File: config.mk
export PLATFORM = sky130hd
export DESIGN_NAME = param_program_sequencer
export DESIGN_NICKNAME = d
export VERILOG_FILES = /design/src/rtl/param_program_sequencer.sv
export SDC_FILE = /design/constraint.sdc
export NUM_CORES = 1
export LEC_CHECK = 0
export ABC_CLOCK_PERIOD_IN_PS = 3100
export CORE_MARGIN = 2
export CORE_UTILIZATION = 43
export CTS_CLUSTER_SIZE = 25
export DETAILED_ROUTE_END_ITERATION = 6
export PLACE_DENSITY = 0.66
export SLEW_MARGIN = 10
export SYNTH_ARGS = -nofsm -noshare
export SYNTH_HDL_FRONTEND = slang
export SYNTH_SLANG_ARGS = --single-unit
File: constraint.sdc
create_clock -name clk -period 3.1 [get_ports clk]
set_input_delay 0.465 -clock clk [delete_from_list [all_inputs] [get_ports clk]]
set_output_delay 0.465 -clock clk [all_outputs]
set_load 0.01 [all_outputs]
File: src/rtl/param_program_sequencer.sv
// param_program_sequencer: program counter with jump/call/return and a bounded return-address stack
module param_program_sequencer #(
    parameter int ADDR_W      = 8,
    parameter int STACK_DEPTH = 4,
    parameter int SP_W        = 3
) (
    input  logic              clk,
    input  logic              reset,
    input  logic              jmp,
    input  logic              jmp_nz,
    input  logic              dont_jmp,
    input  logic              call,
    input  logic              ret,
    input  logic              hold,
    input  logic              clr_err,
    input  logic [ADDR_W-1:0] jmp_addr,
    output logic [ADDR_W-1:0] pm_addr,
    output logic [ADDR_W-1:0] pc,
    output logic [SP_W-1:0]   sp,
    output logic              stack_full,
    output logic              stack_empty,
    output logic              ovf_err,
    output logic              unf_err
);
    logic [ADDR_W-1:0] stack [STACK_DEPTH];
    logic [ADDR_W-1:0] inc, top;
    logic do_ret, do_call, ovf_set, unf_set;

    assign inc         = pc + 1'b1;
    assign stack_full  = sp == SP_W'(STACK_DEPTH);
    assign stack_empty = sp == '0;
    assign do_ret      = !hold && ret && !stack_empty;
    assign unf_set     = !hold && ret && stack_empty;
    assign do_call     = !hold && !ret && call && !stack_full;
    assign ovf_set     = !hold && !ret && call && stack_full;

    // top of stack is the entry just below sp; a mux avoids index-width mismatch
    always_comb begin
        top = '0;
        for (int i = 0; i < STACK_DEPTH; i++)
            if (sp == SP_W'(i + 1)) top = stack[i];
    end

    assign pm_addr = reset ? '0 :
                     hold  ? pc :
                     ret   ? (stack_empty ? inc : top) :
                     call  ? (stack_full ? inc : jmp_addr) :
                     jmp   ? jmp_addr :
                     (jmp_nz && !dont_jmp) ? jmp_addr : inc;

    always_ff @(posedge clk or posedge reset) begin
        if (reset) begin
            pc      <= '0;
            sp      <= '0;
            ovf_err <= 1'b0;
            unf_err <= 1'b0;
            for (int i = 0; i < STACK_DEPTH; i++) stack[i] <= '0;
        end else begin
            pc <= pm_addr;
            sp <= do_call ? sp + 1'b1 : do_ret ? sp - 1'b1 : sp;
            if (!hold) begin
                ovf_err <= ovf_set | (ovf_err & ~clr_err);
                unf_err <= unf_set | (unf_err & ~clr_err);
            end
            for (int i = 0; i < STACK_DEPTH; i++)
                if (do_call && sp == SP_W'(i)) stack[i] <= inc;
        end
    end
endmodule

==> impl_metrics.py, run 1 <==
metrics = {
    "clock_tree": {
        "cts_tree": "built",
        "cts.htree.levels": 2,
        "clkSinkCount": 45,
        "clock_latency_ns": 0.31,
        "clockBufferDepth": 2,
        "clock_tree.root_cell": "clkbuf_8",
        "clkSlewWorstSetupHoldPaths_ns": 0.09,
        "cts_buffers": 5,
    },
    "critical_path": {
        "startpoint_type": "flop",
        "crit_start": "sp[1]",
        "r2r-start": "sp[1]",
        "path_max_fanout": 8,
        "crit-reg2reg-capture": "pc[6]",
        "worstPathCellList": "ha_1, ha_2, buf_4, nor4bb_1, a21oi_1, a21oi_1, a21boi_1, a311o_1, dlygate4sd2_1",
        "rr_worst_depth": 8,
        "reg2reg_slack_ns": 1.10,
        "crit_path_top_delay_cell": "dfrtp_2",
        "cpPeakStageDelay_ns": 0.46,
        "cp-end-kind": "primary output",
        "endpoint": "pm_addr[6]",
        "cp_data_arrival_time_ns": 2.51,
        "critical_path_class": "flop to primary output",
        "critPathRequiredTime_ns": 2.63,
        "cpMostUsedCell": "a21oi_1",
    },
    "sta": {
        "timing.final.ws_setup_ns": 0.124,
        "tightest_slew_ns": 0.580,
        "slew_headroom_pct": 61.3,
        "fin_skew_ns": 0.00595,
        "period_share_pct": 96.0,
        "drv_slew": 0,
        "clock.fmax_mhz": 336,
        "hold_viol_final": 0,
        "hold_ws_ns": 0.425,
        "fin_crit_ns": 2.98,
        "setup_viol": 0,
    },
    "global_routing": {
        "grt_use_total_pct": 22.1,
        "grt_pass1_vias": 2196,
        "antenna_found_initial": 0,
        "grt-ovfl-total": 0,
        "grt_max_degree": 21,
        "grt_pass1_wl_um": 10800,
    },
    "cells_and_area": {
        "diodes": 0,
        "layout_commonest_cell": "nand2_1",
        "final_area_mm2": 0.00332,
        "area.growth.synth_to_final_pct": 34.9,
        "finalNetCount": 362,
        "layout-drive-gt1-share_pct": 20.6,
        "final_cell_mix": "61 x nand2_1, 44 x dfrtp_1, 36 x buf_4",
    },
    "floorplan": {
        "die_h_um": 79.6,
        "die_width_um": 79.6,
        "ios": 40,
        "die-area_mm2": 0.00634,
        "rows": 27,
        "start_util_pct": 44.7,
        "core_area_mm2": 0.00551,
    },
    "placement": {
        "dp_hpwl_um": 4970,
        "placed_area_mm2": 0.00311,
        "place_ws_ns": -0.0912,
        "place_congestion": 0.802,
        "numPortBuffers": 39,
    },
    "synthesis": {
        "synth.distinct_cells": 57,
        "ys.flop_type": "dfrtp_1",
        "synth.avg_cell_area_um2": 9.18,
        "yosysSeqAreaShare_pct": 45.8,
        "async_flop_share_pct": 100,
        "ys_ff_latch": 45,
        "ys_warn_count": 0,
        "synth_nets": 292,
        "synth_cells": 268,
        "synth_area_mm2": 0.00246,
        "synth_edf_count": 0,
    },
    "hold_path": {
        "min_path_type": "primary input to async pin",
    },
    "routing": {
        "postRouteAntennaNets": 0,
        "drc_errors": 0,
        "wire_per_inst_um": 15.9,
        "vias": 2206,
        "initialDrtViolationCount": 125,
        "first_pass_iters": 4,
        "drt-total-wl_um": 6530,
        "vias_per_cell": 5.37,
    },
    "pwr": {
        "seqPwrFrac_pct": 36.6,
        "finalPower_uw": 2530,
        "ir_drop_v": 0.000435,
        "comb_power_share_pct": 45.3,
        "p_switching_uw": 942,
        "swShare_pct": 37.3,
        "powerDensity_mw_per_mm2": 761,
        "cellLeakagePower_uw": 0.00150,
        "internal_power_uw": 1590,
        "p_clk_share_pct": 18.2,
    },
    "run": {
        "max-cap-violations": 0,
    },
    "run_status": {
        "status": "complete, no violations",
    },
}
-- through the flow --
step                 TNS, ns  util (%)  instances
floorplan                  0         -        268
detailed placement    -0.170      56.5        400
finish                     0      60.3        411
CTS                        0      59.3        409
global route        -0.00856      60.3        411
global placement     -0.0575      56.5        400
-- final cells by class --
| type | instances | area (µm²) |
|---|---|---|
| tap | 72 | 90.1 |
| multi-input combinational | 201 | 1270 |
| inverter | 9 | 33.8 |
| clock buffer | 5 | 68.8 |
| clock inverter | 3 | 46.3 |
| fill | 510 | 2190 |
| timing repair buffer | 76 | 683 |
| sequential | 45 | 1130 |
-- routing by layer --
metal	GRT usage (%)	up-vias	part of all wire, %
li1	-	1087	-
met5	0	-	0
met2	37.0	40	49
met1	30.2	1073	46
met3	3.28	6	3.4
met4	5.34	0	0.92
-- power by group through the flow --
stage                     logic, µW  registers [µW]  clock network [µW]
final                          1140             924                 459
after global routing           1270             950                 490
after CTS                      1100             919                 466
after detailed placement       1050             931                   0
after global placement         1040             922                   0
after floorplan                 602             927                   0
-- cells by family (layout without fill, tap and decap cells) --
| logic type | after synthesis | after routing | synth area share, % |
|---|---|---|---|
| compound gates | 86 | 86 | 22.3 |
| xor+xnor | 7 | 7 | 2.49 |
| fa+ha+maj | 7 | 7 | 3.56 |
| buf+inv | 22 | 93 | 5.29 |
| flops | 45 | 45 | 45.8 |
| mux | 4 | 4 | 2.09 |
| simple gates | 97 | 97 | 18.5 |
-- state kept, by name, summed over array words and instances, names as in the netlist --
| name | count |
|---|---|
| stack | 32 |
| pc | 8 |
| sp | 3 |
| ovf_err | 1 |
| unf_err | 1 |
-- critical path: cells and delay by family, from the launching register on --
family                     cells  cell delay (ns)
AOI/OAI and AO/OA              4             0.60
DFF                            1             0.46
buffers and inverters          2             0.46
adders and majority gates      2             0.42
and+or+nand+nor                1             0.26
-- cell usage after synthesis (4+ instances only) --
cell	instances	area [µm²]
a21oi_1	10	50.1
dfrtp_1	45	1130
ha_1	7	87.6
nor2_1	8	30.0
buf_2	5	25.0
nor3_1	4	20.0
buf_6	5	56.3
o21ai_1	15	75.1
nand2_1	61	229
xnor2_1	5	43.8
o211ai_1	4	30.0
inv_1	8	30.0
o21ai_0	26	130
nand3_1	8	40.0
-- worst min-delay path by stage --
stage | start | endpoint | slack [ns] | depth (start not counted)
2_1_floorplan | stack[3] | stack[3] | 0.44 | 2
4_1_cts | reset | pc[6] | 0.42 | 2
5_1_grt | reset | pc[6] | 0.44 | 2
6_report | reset | pc[6] | 0.43 | 2
3_3_place_gp | stack[3] | stack[3] | 0.46 | 2
3_5_place_dp | stack[3] | stack[3] | 0.47 | 2
-- repair_timing --
action	in CTS	in global routing
resized for setup	14	11
buffers inserted	1	2
hold buffers	0	0
endpoints found under the setup margin	8	6
Note: power is estimated with default switching activity, not from simulation.
==> run 2: changes to the inputs <==
--- a/config.mk
+++ b/config.mk
@@ -6,11 +6,13 @@
 export NUM_CORES = 1
 export LEC_CHECK = 0
 export ABC_CLOCK_PERIOD_IN_PS = 3100
+export CELL_PAD_IN_SITES_DETAIL_PLACEMENT = 0
+export CELL_PAD_IN_SITES_GLOBAL_PLACEMENT = 1
 export CORE_MARGIN = 2
-export CORE_UTILIZATION = 43
+export CORE_UTILIZATION = 40
 export CTS_CLUSTER_SIZE = 25
 export DETAILED_ROUTE_END_ITERATION = 6
-export PLACE_DENSITY = 0.66
+export PLACE_DENSITY_LB_ADDON = 0.1
 export SLEW_MARGIN = 10
 export SYNTH_ARGS = -nofsm -noshare
 export SYNTH_HDL_FRONTEND = slang
==> run 2 against run 1 <==
Against the previous run:
- core utilization fell by 4.8 points
- via count fell by 0.59%
- non-clock buffer count fell by 1
- sequential cell count did not move
- worst hold slack improved by 0.040 ns
- clock power rose by 2%
- critical path type unchanged
- count of clock-buffer cells in the layout rose by 2
- die area rose by 7.1%
==> impl_metrics.py, run 2 (same netlist as run 1, synthesis figures left out) <==
metrics = {
    "run_status": {
        "status": "complete, no violations",
    },
    "cells_and_area": {
        "multi_input_area_mm2": 0.00126,
        "final_area_mm2": 0.00329,
        "final_cell_mix": "61 x nand2_1, 44 x dfrtp_1, 35 x buf_4",
        "seqCellArea_mm2": 0.00113,
        "largest_reg_flops": 32,
        "diodes": 0,
        "reg.largest.list": "stack x32, pc x8, sp x3",
        "regMostFlops": "stack",
        "fill_cells": 559,
        "finalNetCount": 361,
        "layout_commonest_cell": "nand2_1",
        "final_core_util_pct": 55.5,
        "layout-drive-gt1-share_pct": 20.1,
        "area.growth.synth_to_final_pct": 33.6,
    },
    "floorplan": {
        "ios": 40,
        "die_h_um": 82.4,
        "die-area_mm2": 0.00679,
        "rows": 28,
        "start_util_pct": 41.5,
        "core_area_mm2": 0.00592,
        "die_width_um": 82.4,
    },
    "global_routing": {
        "grt_use_total_pct": 23.3,
        "grt_pass1_wl_um": 11600,
        "grt_pass1_vias": 2137,
        "grt_max_degree": 22,
        "grt-ovfl-total": 0,
        "antenna_found_initial": 0,
    },
    "clock_tree": {
        "clock_tree.root_cell": "clkbuf_8",
        "clkSlewWorstSetupHoldPaths_ns": 0.09,
        "clockBufferDepth": 2,
        "cts_tree": "built",
        "cts_setup_buffers": 0,
        "cts.htree.levels": 2,
        "cts_buffers": 5,
        "clkSinkCount": 45,
        "clock_latency_ns": 0.30,
    },
    "critical_path": {
        "cp-end-kind": "primary output",
        "path_max_fanout": 6,
        "startpoint_type": "flop",
        "critical_path_class": "flop to primary output",
        "cp_data_arrival_time_ns": 2.47,
        "critPathRequiredTime_ns": 2.63,
    },
    "pwr": {
        "cellLeakagePower_uw": 0.00146,
        "powerDensity_mw_per_mm2": 763,
        "ir_drop_v": 0.000338,
        "finalPower_uw": 2510,
    },
    "hold_path": {
        "min_path_type": "primary input to async pin",
    },
    "routing": {
        "top_layer_used": "met4",
        "postRouteAntennaNets": 0,
        "wl_met1_um": 3390,
        "wire_per_inst_um": 16.8,
        "vias_per_cell": 5.31,
        "drt-total-wl_um": 6950,
        "wl_met3_um": 287,
        "first_pass_iters": 4,
        "dr_wl_met2_um": 3140,
        "vias": 2193,
        "initialDrtViolationCount": 138,
        "drc_errors": 0,
    },
    "sta": {
        "fin_crit_ns": 2.94,
        "drv_slew": 0,
        "period_share_pct": 94.8,
        "setup_viol": 0,
        "slew_headroom_pct": 61.1,
        "fin_skew_ns": 0.00861,
        "rsz0062_at_grt": "no",
        "hold_viol_final": 0,
        "timing.final.ws_setup_ns": 0.161,
        "tightest_slew_ns": 0.579,
        "clock.fmax_mhz": 340,
    },
    "placement": {
        "place_congestion": 0.849,
        "placed_area_mm2": 0.00312,
        "dp_hpwl_um": 5190,
        "place_ws_ns": -0.111,
        "numPortBuffers": 39,
    },
    "run": {
        "max-cap-violations": 0,
    },
}
==> run 2: final timing paths <==
check                        start          to  slack [ns]  depth (start not counted)
setup / recovery             sp[1]  pm_addr[0]        0.16                          8
hold / removal               reset       pc[3]        0.47                          2
setup reg to reg             sp[0]       pc[6]        1.03                          8
hold reg to reg            unf_err     unf_err        0.48                          2
max in group asynchronous    reset   stack[21]        2.05                          3
min in group clk           unf_err     unf_err        0.48                          2
==> run 2: through the flow <==
step,setup TNS (ns),cells,hold WS [ns]
6_report,0,413,0.465
5_1_grt,0,413,0.494
4_1_cts,0,413,0.463
3_5_place_dp,-0.325,405,0.463
3_3_place_gp,-0.210,405,0.458
2_1_floorplan,0,268,0.445
==> run 2: worst max-delay path, stage by stage (launching register included) <==
cell             delay (ns)
dfrtp_2                0.46
inv_1                  0.12
ha_1                   0.22
buf_4                  0.16
nand2_1                0.05
o21ai_0                0.18
a221oi_1               0.14
nor3_1                 0.24
clkdlybuf4s50_1        0.59
==> run 2: repair_timing <==
action                     4_1_cts  5_1_grt
cloned                           0        0
pin swaps                        0        2
setup endpoints to repair        8        5
gates resized for setup         15       12
hold buffers                     0        0
==> run 2: cell type report <==
cell class                      count  area share [%]
Clock inverter                      1           0.914
Timing Repair Buffer               75            20.0
Sequential cell                    45            34.3
Inverter                            9            1.03
Multi-Input combinational cell    201            38.3
Tap cell                           75            2.85
Clock buffer                        7            2.63
==> run 2: layer usage <==
layer  global-route usage (%)  vias to the layer above
met4                     8.00                        0
met3                     3.91                       12
met1                     34.5                     1038
li1                         -                     1088
met2                     34.1                       55
met5                        0                        -
==> run 2: power by group <==
group	internal [µW]	switching [µW]
Sequential	794	139
Combinational	521	583
Clock	263	206
